`src/rtl/hazard_unit_pkg.sv`:
```
// Shared types for the kianv hazard unit: forwarding selects, memory FSM states,
// and the register-match helper used by both forwarding and hazard detection.
package hazard_unit_pkg;
  localparam int REG_W = 5;

  typedef enum logic [1:0] {
    FWD_NONE = 2'b00,
    FWD_W    = 2'b01,
    FWD_M    = 2'b10
  } ForwardE_t;

  typedef enum logic {
    FWD_D_RF = 1'b0,
    FWD_D_W  = 1'b1
  } ForwardD_t;

  typedef ForwardD_t ForwardAD_t;
  typedef ForwardD_t ForwardBD_t;

  typedef enum logic [1:0] {
    M_IDLE = 2'd0,
    M_WAIT = 2'd1,
    M_ERR  = 2'd2
  } MemState_t;

  // x0 is hardwired zero, so a write to it never produces a dependency.
  function automatic logic regMatch(input logic we, input logic [REG_W-1:0] rd,
                                    input logic [REG_W-1:0] rs);
    return we && (rd != '0) && (rd == rs);
  endfunction
endpackage

```
`src/rtl/hazard_unit_if.sv`:
```
// Data-bus handshake between the hazard unit (master) and the data memory (slave).
interface hazard_unit_if;
  logic mem_valid;
  logic mem_ready;
  logic bus_err;

  modport master (output mem_valid, output bus_err, input mem_ready);
  modport slave  (input mem_valid, input bus_err, output mem_ready);
endinterface

```
`src/rtl/hazard_unit_fwd_select.sv`:
```
// E-stage operand forwarding select for one source register; M beats W.
module fwd_select
  import hazard_unit_pkg::*;
(
  input  logic [REG_W-1:0] rs,
  input  logic [REG_W-1:0] rdM,
  input  logic             regWriteM,
  input  logic [REG_W-1:0] rdW,
  input  logic             regWriteW,
  output ForwardE_t        fwd
);
  always_comb begin
    fwd = FWD_NONE;
    if (regMatch(regWriteM, rdM, rs))      fwd = FWD_M;
    else if (regMatch(regWriteW, rdW, rs)) fwd = FWD_W;
  end
endmodule

```
`src/rtl/hazard_unit.sv`:
```
// Pipeline hazard/control unit: reset flush counter, load-use bubble, memory wait FSM
// with timeout, redirect deferral. Optional W->D bypass under HAZARD_DECODE_FWD_EN.
module hazard_unit
  import hazard_unit_pkg::*;
#(
  parameter int RESET_FLUSH_CYCLES = 2,
  parameter int MEM_TIMEOUT        = 0,
  parameter int CNT_W              = 8
) (
  input  logic             clk,
  input  logic             rst,
  input  logic [REG_W-1:0] Rs1D,
  input  logic [REG_W-1:0] Rs2D,
  input  logic [REG_W-1:0] Rs1E,
  input  logic [REG_W-1:0] Rs2E,
  input  logic [REG_W-1:0] RdE,
  input  logic [REG_W-1:0] RdM,
  input  logic [REG_W-1:0] RdW,
  input  logic             RegWriteE,
  input  logic             RegWriteM,
  input  logic             RegWriteW,
  input  logic             LoadE,
  input  logic             PCSrcE,
  input  logic             MemAccessM,
  hazard_unit_if.master    bus,
  output logic             StallF,
  output logic             StallD,
  output logic             Stall,
  output logic             StallM,
  output logic             FlushD,
  output logic             FlushE,
  output ForwardE_t        ForwardAE,
  output ForwardE_t        ForwardBE,
  output logic             ForwardAD,
  output logic             ForwardBD
);
  MemState_t        state;
  logic [CNT_W-1:0] waitCnt;
  logic [3:0]       flushCnt;
  logic             flushing, memReq, memStall, timeout;
  logic             luHaz, dHaz;
  logic [1:0]       wMatchD;
  ForwardE_t        fwdA, fwdB;

  fwd_select u_fwdA (.rs(Rs1E), .rdM(RdM), .regWriteM(RegWriteM), .rdW(RdW),
                     .regWriteW(RegWriteW), .fwd(fwdA));
  fwd_select u_fwdB (.rs(Rs2E), .rdM(RdM), .regWriteM(RegWriteM), .rdW(RdW),
                     .regWriteW(RegWriteW), .fwd(fwdB));

  assign ForwardAE = rst ? FWD_NONE : fwdA;
  assign ForwardBE = rst ? FWD_NONE : fwdB;

  assign flushing = (flushCnt != 4'd0);
  // The pipeline is being cleared, so nothing in M may start a bus access yet.
  assign memReq   = MemAccessM && !flushing;
  assign timeout  = (MEM_TIMEOUT != 0) && (waitCnt == CNT_W'(MEM_TIMEOUT));

  assign luHaz   = LoadE && (regMatch(RegWriteE, RdE, Rs1D) || regMatch(RegWriteE, RdE, Rs2D));
  assign wMatchD = {regMatch(RegWriteW, RdW, Rs2D), regMatch(RegWriteW, RdW, Rs1D)};

`ifdef HAZARD_DECODE_FWD_EN
  assign ForwardAD = !rst && wMatchD[0];
  assign ForwardBD = !rst && wMatchD[1];
  assign dHaz      = 1'b0;
`else
  assign ForwardAD = 1'b0;
  assign ForwardBD = 1'b0;
  assign dHaz      = |wMatchD;
`endif

  always_comb begin
    bus.mem_valid = 1'b0;
    bus.bus_err   = 1'b0;
    memStall      = 1'b0;
    if (!rst) begin
      unique case (state)
        M_IDLE: begin
          bus.mem_valid = memReq;
          memStall      = memReq && !bus.mem_ready;
        end
        M_WAIT: begin
          bus.mem_valid = 1'b1;
          memStall      = !bus.mem_ready;
        end
        M_ERR:   bus.bus_err = 1'b1;
        default: ;
      endcase
    end
  end

  // A redirect during a memory stall is simply not acted on; the branch is still
  // in E when the stall releases, so PCSrcE raises the flush then.
  always_comb begin
    StallF = 1'b0;
    StallD = 1'b0;
    Stall  = 1'b0;
    StallM = 1'b0;
    FlushD = 1'b0;
    FlushE = 1'b0;
    if (rst || flushing) begin
      FlushD = 1'b1;
      FlushE = 1'b1;
    end else if (memStall) begin
      StallF = 1'b1;
      StallD = 1'b1;
      Stall  = 1'b1;
      StallM = 1'b1;
    end else if (PCSrcE) begin
      FlushD = 1'b1;
      FlushE = 1'b1;
    end else if (luHaz || dHaz) begin
      StallF = 1'b1;
      StallD = 1'b1;
      FlushE = 1'b1;
    end
  end

  always_ff @(posedge clk) begin
    if (rst) begin
      state    <= M_IDLE;
      waitCnt  <= '0;
      flushCnt <= 4'(RESET_FLUSH_CYCLES);
    end else begin
      if (flushing) flushCnt <= flushCnt - 4'd1;
      unique case (state)
        M_IDLE: if (memReq && !bus.mem_ready) begin
          state   <= M_WAIT;
          waitCnt <= CNT_W'(1);
        end
        M_WAIT: begin
          if (bus.mem_ready) begin
            state   <= M_IDLE;
            waitCnt <= '0;
          end else if (timeout) begin
            state   <= M_ERR;
            waitCnt <= '0;
          end else if (waitCnt != '1) begin
            waitCnt <= waitCnt + CNT_W'(1);
          end
        end
        M_ERR:   state <= M_IDLE;
        default: state <= M_IDLE;
      endcase
    end
  end
endmodule

```
`src/flat_wrapper.sv`:
```
// flat-port wrapper written by rule: the top's interface ports become plain ports
module hazard_unit_flat import hazard_unit_pkg::*;
#(
  parameter int RESET_FLUSH_CYCLES = 2,
  parameter int MEM_TIMEOUT        = 0,
  parameter int CNT_W              = 8
)
  (clk, rst, Rs1D, Rs2D, Rs1E, Rs2E, RdE, RdM, RdW, RegWriteE, RegWriteM, RegWriteW, LoadE, PCSrcE, MemAccessM, StallF, StallD, Stall, StallM, FlushD, FlushE, ForwardAE, ForwardBE, ForwardAD, ForwardBD, bus_mem_valid, bus_bus_err, bus_mem_ready);
  hazard_unit_if bus_i ();
  input  logic clk;
  input  logic rst;
  input  logic [REG_W-1:0] Rs1D;
  input  logic [REG_W-1:0] Rs2D;
  input  logic [REG_W-1:0] Rs1E;
  input  logic [REG_W-1:0] Rs2E;
  input  logic [REG_W-1:0] RdE;
  input  logic [REG_W-1:0] RdM;
  input  logic [REG_W-1:0] RdW;
  input  logic RegWriteE;
  input  logic RegWriteM;
  input  logic RegWriteW;
  input  logic LoadE;
  input  logic PCSrcE;
  input  logic MemAccessM;
  output logic StallF;
  output logic StallD;
  output logic Stall;
  output logic StallM;
  output logic FlushD;
  output logic FlushE;
  output ForwardE_t ForwardAE;
  output ForwardE_t ForwardBE;
  output logic ForwardAD;
  output logic ForwardBD;
  output wire logic [$bits(bus_i.mem_valid)-1:0] bus_mem_valid;
  output wire logic [$bits(bus_i.bus_err)-1:0] bus_bus_err;
  input wire logic [$bits(bus_i.mem_ready)-1:0] bus_mem_ready;
  assign bus_mem_valid = bus_i.mem_valid;
  assign bus_bus_err = bus_i.bus_err;
  assign bus_i.mem_ready = bus_mem_ready;
  hazard_unit #(.RESET_FLUSH_CYCLES(RESET_FLUSH_CYCLES), .MEM_TIMEOUT(MEM_TIMEOUT), .CNT_W(CNT_W)) u_core (.clk(clk), .rst(rst), .Rs1D(Rs1D), .Rs2D(Rs2D), .Rs1E(Rs1E), .Rs2E(Rs2E), .RdE(RdE), .RdM(RdM), .RdW(RdW), .RegWriteE(RegWriteE), .RegWriteM(RegWriteM), .RegWriteW(RegWriteW), .LoadE(LoadE), .PCSrcE(PCSrcE), .MemAccessM(MemAccessM), .bus(bus_i), .StallF(StallF), .StallD(StallD), .Stall(Stall), .StallM(StallM), .FlushD(FlushD), .FlushE(FlushE), .ForwardAE(ForwardAE), .ForwardBE(ForwardBE), .ForwardAD(ForwardAD), .ForwardBD(ForwardBD));
endmodule
```
`config.mk`:
```
export PLATFORM = sky130hd
export DESIGN_NAME = hazard_unit_flat
export DESIGN_NICKNAME = d
export VERILOG_FILES = /design/src/rtl/hazard_unit_pkg.sv /design/src/rtl/hazard_unit_if.sv /design/src/rtl/hazard_unit_fwd_select.sv /design/src/rtl/hazard_unit.sv /design/src/flat_wrapper.sv
export SDC_FILE = /design/constraint.sdc
export NUM_CORES = 1
export LEC_CHECK = 0
export ABC_CLOCK_PERIOD_IN_PS = 3400
export BUFFER_PORTS_ARGS = -buffer_cell sky130_fd_sc_hd__buf_4
export CORE_MARGIN = 3
export CORE_UTILIZATION = 45
export CTS_CLUSTER_DIAMETER = 200
export CTS_CLUSTER_SIZE = 25
export DETAILED_ROUTE_END_ITERATION = 8
export GPL_TIMING_DRIVEN = 1
export PLACE_DENSITY = 0.85
export REMOVE_ABC_BUFFERS = 1
export SLEW_MARGIN = 20
export SYNTH_ARGS = -nofsm -noshare
export SYNTH_HDL_FRONTEND = slang
export SYNTH_HIERARCHICAL = 1
export SYNTH_SLANG_ARGS = --single-unit
```
`constraint.sdc`:
```
create_clock -name clk -period 3.4 [get_ports clk]
set_input_delay 0.17 -clock clk [delete_from_list [all_inputs] [get_ports clk]]
set_output_delay 0.17 -clock clk [all_outputs]
set_load 0.05 [all_outputs]
```
==> run summary, run 1 <==
Peak VDD IR -> 0.237 mV
CTS H-tree depth -> 1
final period utilization -> 64.9%
sequential-to-total area share from yosys stat -> 11.2%
Clock Skews -> 0.00469 ns
CP Capture Point -> StallD
r2r startpoint -> u_core/flushCnt[0]
placed cell areas -> 1290 um2
Worst setup SP type -> flip-flop
WP data required -> 3.23 ns
Vias per Instance -> 5.28
pwr dens -> 345 nW/um2
post-CTS setup buffers -> 0
Comb power frac -> 64.3%
wire per inst -> 13.7 um
Pleak -> 0.550 nW
DRT antenna net count -> 0
Num CTS Buffers -> 3
Placed Cells incl. Taps -> 195
final slew viol count -> 0
cell count after synthesis -> 120
first-pass GRT wire length -> 4.31 mm
CP endpoint kind -> primary output
GRT met1 Usage -> 22.4%
initial antenna violation count -> 0
Worst Reg-to-Reg Cells -> 5
number of diodes -> 0
RSZ-0062 raised after global routing -> no
most common cell after layout, fill and taps aside -> buf_4
clk sinks -> 5
clock-pin slew on the worst setup and hold paths -> 0.04 ns
Net Switching -> 0.204 mW
GRT Max-Usage Layer -> met2
clock root cell -> clkbuf_4
layout cells sized above 1 -> 36.2%
pin count of the biggest net entering global routing -> 14
Worst slew margin -> 55.1%
clock group share of total power -> 14.9%
DP HPWL -> 2.39 mm
DRC Markers -> 0
die area -> 2550 um2
Setup TNS -> 0 ns
met2 usage -> 42.8%
Hold Fails Final Rpt -> 0
Finished Layout Cells -> 199
achievable frequency -> 453 MHz
Yosys cell types -> 26
Port-buffer cells -> 54
outcome -> finished clean
Max-Cap Viols -> 0
std cell rows -> 15
Layout area overhead -> 48.2%
gr usage total -> 21.5%
ys async rst share -> 0%
setup ws final -> 1.19 ns
hold_ws -> 0.0952 ns
DRT Pass-1 Iters -> 4
worst-margin pin slew -> 0.668 ns
clk_lat worst skew -> 0.24 ns
Post-Syn Area -> 891 um2
TritonCTS clock tree -> built
# resized after CTS -> 0
FF+latch count, synth -> 5
Congestion Overflow GR -> 0
GP Congestion -> 0.831
Yosys warnings -> 6
min-delay src -> bus_mem_ready
Place WS -> 1.45 ns
EDFF count, synth -> 0
io pins -> 58
Util after Layout -> 73.3%
met3 global-route usage -> 2.97%
NumNets Final -> 221
number of buffers on the longest clock path -> 2
Post-synth top flop -> dfxtp_1
DRT iter0 DRCs -> 12
Final setup viols -> 0
r2r endpoint -> u_core/flushCnt[0]
vias in the first global route -> 1056
switching share of power -> 44.8%
Design Area, Final -> 1320 um2
Final min period -> 2.21 ns
Worst EP arrival -> 2.04 ns
Hold Crit Class -> in2reg
Internal -> 0.252 mW
WL final -> 2.72 mm
Worst R2R Setup Slack -> 2.22 ns
Syn Area/Cell -> 7.42 um2
die height -> 50.5 um
Crit Path Class -> reg2out
Die Wd -> 50.5 um
launch point of the worst path -> u_core/flushCnt[0]
most frequent cells in the layout -> buf_4, xnor2_1, nand2_1
CTS hold repair buffers -> 0
Power Total -> 0.456 mW
CORE AREA -> 1800 um2
via count -> 1051
Crit Path Max Fanout -> 5
Initial Util -> 49.4%
sequential group share of total power -> 20.8%
Fillers -> 147
-- layer usage --
| metal | vias up | wire length [um] |
|---|---|---|
| met2 | 54 | 1480 |
| met4 | 0 | 40 |
| met3 | 4 | 184 |
| met5 | - | 0 |
| met1 | 480 | 1020 |
| li1 | 513 | - |
-- logic make-up after synthesis --
family / synth area share (%)
xor+xnor: 37.4
flops: 11.2
compound gates: 14.3
other cells: 0.421
buf+inv: 5.90
fa+ha+maj: 2.81
simple gates: 27.9
-- worst max-delay path: stages (launching register included) --
cell     delay, ns
dfxtp_1       0.30
inv_1         0.12
ha_1          0.20
nand2_1       0.12
nor4_1        0.59
inv_1         0.09
o41ai_1       0.11
buf_4         0.28
-- flip-flops by register name (all words and copies together), names as in the netlist --
name and flops:
u_core/flushCnt 4, u_core/state 1
-- power by group through the flow --
| stage | clock, mW | sequential, mW | combinational (mW) |
|---|---|---|---|
| global placement | 0 | 0.0936 | 0.277 |
| CTS | 0.0706 | 0.0944 | 0.291 |
| floorplan | 0 | 0.0919 | 0.185 |
| global route | 0.0773 | 0.0957 | 0.320 |
| detailed placement | 0 | 0.0947 | 0.288 |
| finish | 0.0678 | 0.0948 | 0.293 |
-- worst min path at each step --
stage | endpoint | slack, ns | cells after the start
finish | u_core/state[0] | 0.1 | 2
global route | u_core/state[0] | 0.09 | 2
CTS | u_core/state[0] | 0.09 | 2
detailed placement | u_core/state[0] | 0.35 | 2
global placement | u_core/state[0] | 0.35 | 2
floorplan | u_core/flushCnt[0] | 0.24 | 1
-- Yosys cell counts, drive strengths merged (3+ instances only) --
cell | instances | area share, %
xnor2 | 32 | 31
nand2 | 11 | 4.6
nor3 | 11 | 7.3
nor2 | 9 | 3.8
nand3 | 8 | 4.5
xor2 | 6 | 5.9
a21oi | 5 | 2.8
buf | 5 | 4.2
dfxtp | 5 | 11
nor2b | 4 | 2.8
inv | 3 | 1.3
nor4 | 3 | 2.1
o41ai | 3 | 4.6
-- area by class of cell --
class,count,area (um2),area share (%)
clock buffer,4,26.3,1.99
inverter,3,11.3,0.853
multi-input combinational,108,746,56.5
sequential,5,100,7.58
tap,25,31.3,2.37
timing repair buffer,54,405,30.7
Note: power is estimated with default switching activity, not from simulation.
==> run 2, diff against run 1 <==
- ABC_CLOCK_PERIOD_IN_PS: 3400 -> 1980
- CORE_UTILIZATION: 45 -> 38
- PLACE_DENSITY: 0.85 -> 0.76
- clock period: 3.4 -> 1.98 ns (I/O delays scaled with it)
==> run 2 against run 1 <==
Effect of this change: critical path depth is 2 lower; register-to-register slack worse by 1.4 ns; first-iteration DRC count is 58% higher; total power is 73% higher; combinational power is 72% higher; wire length is 4.0% lower; design area is 1.2% higher; non-clock buffer count is 1 higher; clock power is 77% higher; worst hold slack worse by 0.066 ns; via count is 1.5% lower; core utilization is 9.1 points lower; critical endpoint unchanged; highest routed layer unchanged.
==> run summary, run 2 (synthesized netlist as in run 1, its figures left out) <==
initial antenna violation count -> 0 (unchanged)
Largest register FFs -> 4 (unchanged)
DRT iter0 DRCs -> 19 (+7)
Final setup viols -> 0 (unchanged)
die area -> 2960 um2 (+16%)
Layout area overhead -> 50.0%
via count -> 1035 (-1.5%)
gr usage total -> 18.6% (-2.9 points)
Worst EP arrival -> 1.66 ns (-0.38 ns)
Crit Path Class -> reg2out
WP data required -> 1.88 ns (-1.35 ns)
Net Switching -> 0.353 mW (+73%)
Comb power frac -> 64.1% (-0.2 points)
Worst setup SP type -> flip-flop
setup ws final -> 0.217 ns (-0.976 ns)
Pleak -> 0.556 nW (+1.0%)
clk sinks -> 5 (unchanged)
most frequent cells in the layout -> buf_4, xnor2_1, nand2_1
Top reg by flops -> u_core/flushCnt
number of buffers on the longest clock path -> 2 (unchanged)
hold_ws -> 0.0287 ns (-0.0665 ns)
achievable frequency -> 567 MHz
Initial Util -> 42.8% (-6.7 points)
Die Wd -> 54.4 um (+7.8%)
Final min period -> 1.76 ns
DRT antenna net count -> 0 (unchanged)
Crit Path Max Fanout -> 5 (unchanged)
RSZ-0062 raised after global routing -> no
Max-Cap Viols -> 0 (unchanged)
Vias per Instance -> 5.12 (-3.0%)
io pins -> 58 (unchanged)
Placed Cells incl. Taps -> 198 (+1.5%)
Place WS -> 0.418 ns (-1.03 ns)
Internal -> 0.435 mW (+73%)
Num CTS Buffers -> 3 (unchanged)
pin count of the biggest net entering global routing -> 14 (unchanged)
Clock Skews -> 0.0101 ns (+0.00544 ns)
final slew viol count -> 0 (unchanged)
Util after Layout -> 64.2% (-9.1 points)
wire per inst -> 13.0 um (-5.4%)
largest registers -> u_core/flushCnt: 4 flops, u_core/state: 1 flops
final period utilization -> 89.1%
DRT Pass-1 Iters -> 4 (unchanged)
WL final -> 2.62 mm (-4.0%)
std cell rows -> 16 (+1)
Setup TNS -> 0 ns (unchanged)
clock-pin slew on the worst setup and hold paths -> 0.05 ns (about the same)
CP endpoint kind -> primary output
most common cell after layout, fill and taps aside -> buf_4
CTS hold repair buffers -> 0 (unchanged)
outcome -> finished clean
switching share of power -> 44.8% (about the same)
die height -> 54.4 um (+7.8%)
Peak VDD IR -> 0.369 mV (+56%)
Congestion Overflow GR -> 0 (unchanged)
sequential group share of total power -> 20.7% (about the same)
NumNets Final -> 222 (+0.45%)
Hold Crit Class -> in2reg
CTS H-tree depth -> 1 (unchanged)
Port-buffer cells -> 54 (unchanged)
vias in the first global route -> 1021 (-3.3%)
layout cells sized above 1 -> 37.1% (+0.94 points)
number of diodes -> 0 (unchanged)
clock group share of total power -> 15.2% (+0.3 points)
TritonCTS clock tree -> built
clock root cell -> clkbuf_4
DP HPWL -> 2.29 mm (-4.0%)
DRC Markers -> 0 (unchanged)
clk_lat worst skew -> 0.24 ns (about the same)
CORE AREA -> 2080 um2 (+16%)
Finished Layout Cells -> 202 (+1.5%)
first-pass GRT wire length -> 4.18 mm (-3.0%)
GP Congestion -> 0.940 (+13%)
pwr dens -> 590 nW/um2 (+71%)
Hold Fails Final Rpt -> 0 (unchanged)
==> run 2: changes by cell type in the layout (fill, tap and decap cells not counted) <==
cell / before / now
buf_4: 54 / 55
nor4_2: 0 / 1
nor4_1: 3 / 2
==> run 2: path summary, 6_finish.rpt <==
kind,cells past startpoint,start,endpoint,slack (ns)
max,5,u_core/flushCnt[0],StallD,0.22
min,2,bus_mem_ready,u_core/state[0],0.03
max reg2reg,5,u_core/flushCnt[0],u_core/state[0],0.80
min reg2reg,2,u_core/flushCnt[3],u_core/flushCnt[3],0.54
==> run 2: layer usage <==
layer / vias up / share of wire [%] / track usage [%]
met2: 43 / 52 / 36.7
met5: - / 0 / 0
met1: 471 / 42 / 21.9
met3: 2 / 6.0 / 1.36
met4: 0 / 0.19 / 2.49
li1: 519 / - / -
==> run 2: worst max-delay path, cell delays in order (launching register included) <==
cell and delay, ns:
dfxtp_1 0.30, inv_1 0.10, ha_1 0.20, nand2_1 0.13, o41ai_1 0.43, buf_4 0.28
==> run 2: what timing repair did <==
item	CTS	global route
endpoints found under the setup margin	0	3
gates resized for setup	0	1
setup buffers	0	0
==> run 2: power by group through the flow <==
stage / clock network [mW] / logic (mW) / registers, mW
2_1_floorplan: 0 / 0.317 / 0.158
3_3_place_gp: 0 / 0.480 / 0.162
3_5_place_dp: 0 / 0.490 / 0.164
4_1_cts: 0.121 / 0.495 / 0.163
5_1_grt: 0.130 / 0.550 / 0.167
6_report: 0.120 / 0.505 / 0.163
==> run 2: final cells by class <==
class                           count  area [um2]
Multi-Input combinational cell    108         752
Fill cell                         190         746
Timing Repair Buffer               55         413
Sequential cell                     5         100
Tap cell                           27        33.8
Clock buffer                        4        26.3
Inverter                            3        11.3
==> run 2: stage by stage <==
step	power (mW)	area, um2
finish	0.788	1340
global route	0.847	1340
CTS	0.778	1330
detailed placement	0.655	1300
global placement	0.643	1300
floorplan	0.475	857
